### src/rtl/uart_sched_pkg.sv
// Shared types and IPU register-map constants for the UART TX scheduler.
package uart_sched_pkg;

    typedef enum logic [2:0] {
        IDLE  = 3'd0,
        LOAD  = 3'd1,
        START = 3'd2,
        GUARD = 3'd3,
        POLL  = 3'd4
    } state_t;

    localparam logic        REG_CTRL  = 1'b0;
    localparam logic        REG_DATA  = 1'b1;
    localparam logic        ADDR_TX   = 1'b0;
    localparam logic        ADDR_RX   = 1'b1;
    localparam logic [31:0] CTRL_SEND = 32'h1;

endpackage

### src/rtl/uart_byte_fifo.sv
// Synchronous DEPTH x 8 byte FIFO with occupancy count and sticky overflow flag.
module uart_byte_fifo #(
    parameter int DEPTH = 16
) (
    input  logic                   clk,
    input  logic                   rst,
    input  logic                   push,
    input  logic [7:0]             push_data,
    input  logic                   pop,
    output logic [7:0]             head,
    output logic                   full,
    output logic                   empty,
    output logic [$clog2(DEPTH):0] count,
    output logic                   ovf
);
    localparam int AW = $clog2(DEPTH);
    localparam int CW = AW + 1;

    logic [7:0]    mem [DEPTH];
    logic [AW-1:0] wr_ptr;
    logic [AW-1:0] rd_ptr;
    logic          wr_en;
    logic          rd_en;

    // A pop in the same cycle frees the slot, so a push into a full FIFO is kept then.
    assign rd_en = pop && !empty;
    assign wr_en = push && (!full || rd_en);
    assign full  = (count == CW'(DEPTH));
    assign empty = (count == '0);
    assign head  = mem[rd_ptr];

    always_ff @(posedge clk) begin
        if (wr_en) mem[wr_ptr] <= push_data;
    end

    always_ff @(posedge clk) begin
        if (!rst) begin
            wr_ptr <= '0;
            rd_ptr <= '0;
            count  <= '0;
            ovf    <= 1'b0;
        end else begin
            if (wr_en) wr_ptr <= wr_ptr + AW'(1);
            if (rd_en) rd_ptr <= rd_ptr + AW'(1);
            if (wr_en && !rd_en)      count <= count + CW'(1);
            else if (rd_en && !wr_en) count <= count - CW'(1);
            if (push && !wr_en) ovf <= 1'b1;
        end
    end

endmodule

### src/rtl/uart_tx_scheduler.sv
// Owns the IPU register port: drains the TX byte FIFO (load, send, poll) and arbitrates CPU pass-through.
// Optional POLL timeout with sticky err_o is enabled by defining UART_TX_TIMEOUT_EN.
module uart_tx_scheduler
    import uart_sched_pkg::*;
#(
    parameter int DEPTH          = 16,
    parameter int TIMEOUT_CYCLES = 4096
) (
    input  logic                   clk,
    input  logic                   rst,
    input  logic                   push_i,
    input  logic [7:0]             push_data_i,
    output logic                   full_o,
    output logic                   empty_o,
    output logic [$clog2(DEPTH):0] count_o,
    output logic                   ovf_o,
    output logic                   busy_o,
    input  logic                   cpu_req_i,
    input  logic                   cpu_we_i,
    input  logic                   cpu_reg_sel_i,
    input  logic                   cpu_addr_i,
    input  logic [31:0]            cpu_wdata_i,
    output logic                   cpu_gnt_o,
    output logic [31:0]            cpu_rdata_o,
    output logic                   ipu_wr_o,
    output logic                   ipu_reg_sel_o,
    output logic                   ipu_addr_o,
    output logic [31:0]            ipu_entrada_o,
    input  logic [31:0]            ipu_salida_i,
    output logic                   err_o
);
    if (DEPTH < 2 || (DEPTH & (DEPTH - 1)) != 0 || TIMEOUT_CYCLES < 1) begin : g_bad_cfg
        $error("uart_tx_scheduler: DEPTH must be a power of two >= 2, TIMEOUT_CYCLES >= 1");
    end

    state_t     state;
    state_t     state_nx;
    logic       prio;       // 0: CPU wins a tie, 1: engine wins
    logic       eng_req;
    logic       cpu_win;
    logic       eng_win;
    logic       pop;
    logic       timeout;
    logic [7:0] head;

    uart_byte_fifo #(.DEPTH(DEPTH)) u_fifo (
        .clk       (clk),
        .rst       (rst),
        .push      (push_i),
        .push_data (push_data_i),
        .pop       (pop),
        .head      (head),
        .full      (full_o),
        .empty     (empty_o),
        .count     (count_o),
        .ovf       (ovf_o)
    );

    assign eng_req     = !empty_o;
    assign cpu_win     = cpu_req_i && (!eng_req || !prio);
    assign eng_win     = eng_req && (!cpu_req_i || prio);
    assign busy_o      = (state != IDLE);
    assign cpu_rdata_o = ipu_salida_i;

    always_comb begin
        state_nx      = state;
        ipu_wr_o      = 1'b0;
        ipu_reg_sel_o = REG_CTRL;
        ipu_addr_o    = ADDR_TX;
        ipu_entrada_o = '0;
        cpu_gnt_o     = 1'b0;
        pop           = 1'b0;
        case (state)
            IDLE: begin
                if (cpu_win) begin
                    ipu_wr_o      = cpu_we_i;
                    ipu_reg_sel_o = cpu_reg_sel_i;
                    ipu_addr_o    = cpu_addr_i;
                    ipu_entrada_o = cpu_wdata_i;
                    cpu_gnt_o     = 1'b1;
                end else if (eng_win) begin
                    state_nx = LOAD;
                end
            end
            LOAD: begin
                ipu_wr_o      = 1'b1;
                ipu_reg_sel_o = REG_DATA;
                ipu_entrada_o = {24'h0, head};
                state_nx      = START;
            end
            START: begin
                ipu_wr_o      = 1'b1;
                ipu_entrada_o = CTRL_SEND;
                state_nx      = GUARD;
            end
            // One idle cycle lets the IPU raise its send-busy flag before the first poll.
            GUARD: state_nx = POLL;
            POLL: begin
                if (!ipu_salida_i[0] || timeout) begin
                    pop      = 1'b1;
                    state_nx = IDLE;
                end
            end
            default: state_nx = IDLE;
        endcase
    end

    always_ff @(posedge clk) begin
        if (!rst) begin
            state <= IDLE;
            prio  <= 1'b0;
        end else begin
            state <= state_nx;
            if (state == IDLE && cpu_req_i && eng_req) prio <= ~prio;
        end
    end

`ifdef UART_TX_TIMEOUT_EN
    localparam int TW = $clog2(TIMEOUT_CYCLES) + 1;

    logic [TW-1:0] poll_cnt;

    assign timeout = (state == POLL) && ipu_salida_i[0] &&
                     (poll_cnt == TW'(TIMEOUT_CYCLES - 1));

    always_ff @(posedge clk) begin
        if (!rst) begin
            poll_cnt <= '0;
            err_o    <= 1'b0;
        end else begin
            if (state != POLL) poll_cnt <= '0;
            else               poll_cnt <= poll_cnt + TW'(1);
            if (timeout) err_o <= 1'b1;
        end
    end
`else
    assign timeout = 1'b0;
    assign err_o   = 1'b0;
`endif

endmodule

### config.mk
export PLATFORM = sky130hd
export DESIGN_NAME = uart_tx_scheduler
export DESIGN_NICKNAME = d
export VERILOG_FILES = /design/src/rtl/uart_sched_pkg.sv /design/src/rtl/uart_byte_fifo.sv /design/src/rtl/uart_tx_scheduler.sv
export SDC_FILE = /design/constraint.sdc
export NUM_CORES = 1
export LEC_CHECK = 0
export ABC_CLOCK_PERIOD_IN_PS = 3500
export CAP_MARGIN = 25
export CORE_MARGIN = 5
export CORE_UTILIZATION = 50
export DETAILED_ROUTE_END_ITERATION = 10
export DONT_BUFFER_PORTS = 1
export GPL_TIMING_DRIVEN = 1
export PLACE_DENSITY = 0.72
export SYNTH_ARGS = -nofsm -noshare
export SYNTH_HDL_FRONTEND = slang
export SYNTH_HIERARCHICAL = 1
export SYNTH_SLANG_ARGS = --single-unit
### constraint.sdc
create_clock -name clk -period 3.5 [get_ports clk]
set_input_delay 0.525 -clock clk [delete_from_list [all_inputs] [get_ports clk]]
set_output_delay 0.525 -clock clk [all_outputs]
set_load 0.02 [all_outputs]
==> impl_metrics.ini <==
[outcome]
status = finished, final reports clean

[clocking]
cts_tree = done
clk_pin_slew_ns = 0.06
cts_setup_buffers = 0
cts_sinks = 150
cts-root-buf = clkbuf_16
cts_buffer_depth = 2
insertion_delay_ns = 0.41
post_cts_resized = 0
cts_buffers = 17
cts_hold_buf = 0
htree_num_levels = 4

[placed_design]
gp_routability_congestion = 0.762
hpwl_um = 8710
place_ws_ns = 0.620
portBuffers = 0
dp_cells = 561

[layout]
drive_above_1_share = 0.228
num_antenna_cells = 0
layout.cells.non_filler = 593
final_common_cell = edfxtp_1
seq_area_mm2 = 0.00429
fillers = 1012
multi_input_area_mm2 = 0.00192
syn2layout_area_growth_pct = 8.56
utilization = 0.549
nNetsFinal = 493
layout_common_cells = edfxtp_1, and2_1, mux4_2, buf_4, dfxtp_1

[logic_synthesis]
async_flop_share = 0
synth_edf_count = 128
synth-seq-cells = 150
netlist_area_mm2 = 0.00662
synth_nets = 505
ys_warn_count = 6
synthFlopType = edfxtp_1
yosysSeqAreaShare = 0.647
synth_cells = 416
syn-mean-instance-area_um2 = 15.9
synth_cell_types = 47

[power_and_ir_drop]
pwr_density_cell_mw_per_mm2 = 672
ir_drop_mv = 0.297
total_power_uw = 4830
p_leak_uw = 0.00239

[critical_path]
cp-start-kind = register
worstRegToRegCells = 13
endpoint_kind = output port
required_ns = 2.97
arrival_ns = 2.63
worstReg2RegStart = state[0]
cp_max_fo = 36
r2r-end = u_fifo/count[3]
rrSetupSlack_ns = 0.62
worstSetupPathType = register to output port

[global_routing]
grt_max_degree = 37
grt_pass1_wl_um = 19700
first_global_vias = 3460
grt_overflow = 0
grt_usage = 0.167
antenna_found_initial = 0

[die]
die_height_um = 125
start_util = 0.506
die_area_mm2 = 0.0156
chipWidth_um = 125
io_pins = 157
rows = 42
fp.coreArea_mm2 = 0.0131

[route]
detail_route.vias_per_cell = 5.72
drt-total-wl_um = 12800
post-route-drc-count = 0
wl_per_cell_um = 21.5
drt_first_pass_iters = 4
postRouteAntennaNets = 0
drtIter0Drc = 243
vias = 3393

[job]
maxCapViolCount = 0

[timing]
min_period_over_period = 0.903
maxSlewViolCount = 0
slew_headroom = 0.380
fmax_mhz = 317
layout_setup_ws_ns = 0.341
rsz0062_at_grt = no
setup_violations = 0
final.setup.tns_ns = 0
hold_violations = 0
min_period_ns = 3.16
skew_ns = 0.00820
worst_slew_pin_slew_ns = 0.927

[worst_hold_path]
hold_end = u_fifo/mem[5][5]
hold_class = input pin to register
min_from = push_data_i[5]
min_path_cells = 0
[cell usage after synthesis, types with 4 or more instances]
| master | n | area share |
|---|---|---|
| buf_6 | 6 | 0.010 |
| mux4_2 | 32 | 0.11 |
| and2_1 | 33 | 0.031 |
| a22o_1 | 7 | 0.0093 |
| a22oi_1 | 16 | 0.018 |
| nor2b_1 | 7 | 0.0066 |
| buf_4 | 35 | 0.040 |
| ha_1 | 9 | 0.017 |
| dfxtp_1 | 22 | 0.067 |
| nand2_1 | 15 | 0.0085 |
| inv_1 | 6 | 0.0034 |
| nand3_1 | 10 | 0.0076 |
| o21a_1 | 4 | 0.0045 |
| nor2_1 | 19 | 0.011 |
| xnor2_1 | 7 | 0.0093 |
| clkbuf_1 | 8 | 0.0045 |
| nor3_1 | 6 | 0.0045 |
| edfxtp_1 | 128 | 0.58 |
| mux2i_1 | 5 | 0.0076 |
| nand2b_1 | 4 | 0.0038 |
[power by group]
| group | internal (µW) | total (µW) | leakage [µW] | switching, µW |
|---|---|---|---|---|
| Clock | 981 | 1680 | 0.000262 | 698 |
| Combinational | 347 | 976 | 0.000792 | 629 |
| Sequential | 2040 | 2170 | 0.00134 | 133 |
[logic make-up (layout without fill, tap and decap cells)]
group	after synthesis	in the layout	synth area share
flops	150	150	0.647
simple gates	106	106	0.0900
buf+inv	61	62	0.0620
compound gates	44	44	0.0544
mux	37	37	0.116
fa+ha+maj	10	10	0.0200
xor+xnor	7	7	0.00926
other cells	1	1	0.000567
[critical path, stage by stage, from the launching register on]
cell and delay (ns):
dfxtp_1 0.42, or4_4 0.65, nor2_1 0.12, buf_4 0.16, nand2b_1 0.10, and3_1 0.15, buf_4 0.27, a22o_1 0.32
[per-layer routing]
metal  vias to the layer above  global-route usage  routed length (µm)
met4                         0              0.0740                 268
li1                       1526                   -                   -
met5                         -                   0                   0
met1                      1687               0.201                4680
met2                       155               0.284                6690
met3                        25              0.0426                1120
[final cells by class]
cell class | count | area share
flip-flops and latches | 150 | 0.596
clock inverters | 14 | 0.0172
repair buffers | 24 | 0.0251
multi-input cells | 205 | 0.268
inverters | 6 | 0.00313
clock buffers | 18 | 0.0597
well taps | 176 | 0.0306
[state kept, by name, indices dropped and copies added, names as in the netlist, named ones only]
name,flops
u_fifo/count,5
u_fifo/rd_ptr,4
prio,1
u_fifo/ovf,1
u_fifo/wr_ptr,4
u_fifo/mem,128
state,3
[stage by stage]
stage          hold WS, ns  instance area [µm²]
6_report             0.206                 7190
5_1_grt              0.188                 7190
4_1_cts              0.189                 7190
3_5_place_dp         0.476                 6630
3_3_place_gp         0.464                 6630
2_1_floorplan        0.456                 6620
[how the worst max path moves through the flow]
| stage | start | end | slack, ns | cells past startpoint |
|---|---|---|---|---|
| floorplan | u_fifo/count[0] | ipu_entrada_o[15] | 0.69 | 8 |
| global placement | u_fifo/count[0] | u_fifo/count[3] | 0.70 | 9 |
| detailed placement | u_fifo/count[0] | u_fifo/count[3] | 0.62 | 9 |
| CTS | u_fifo/count[0] | ipu_entrada_o[5] | 0.30 | 7 |
| global route | u_fifo/count[0] | ipu_entrada_o[6] | 0.16 | 7 |
| finish | u_fifo/count[0] | ipu_entrada_o[5] | 0.34 | 7 |
Note: power is estimated with default switching activity, not from simulation.
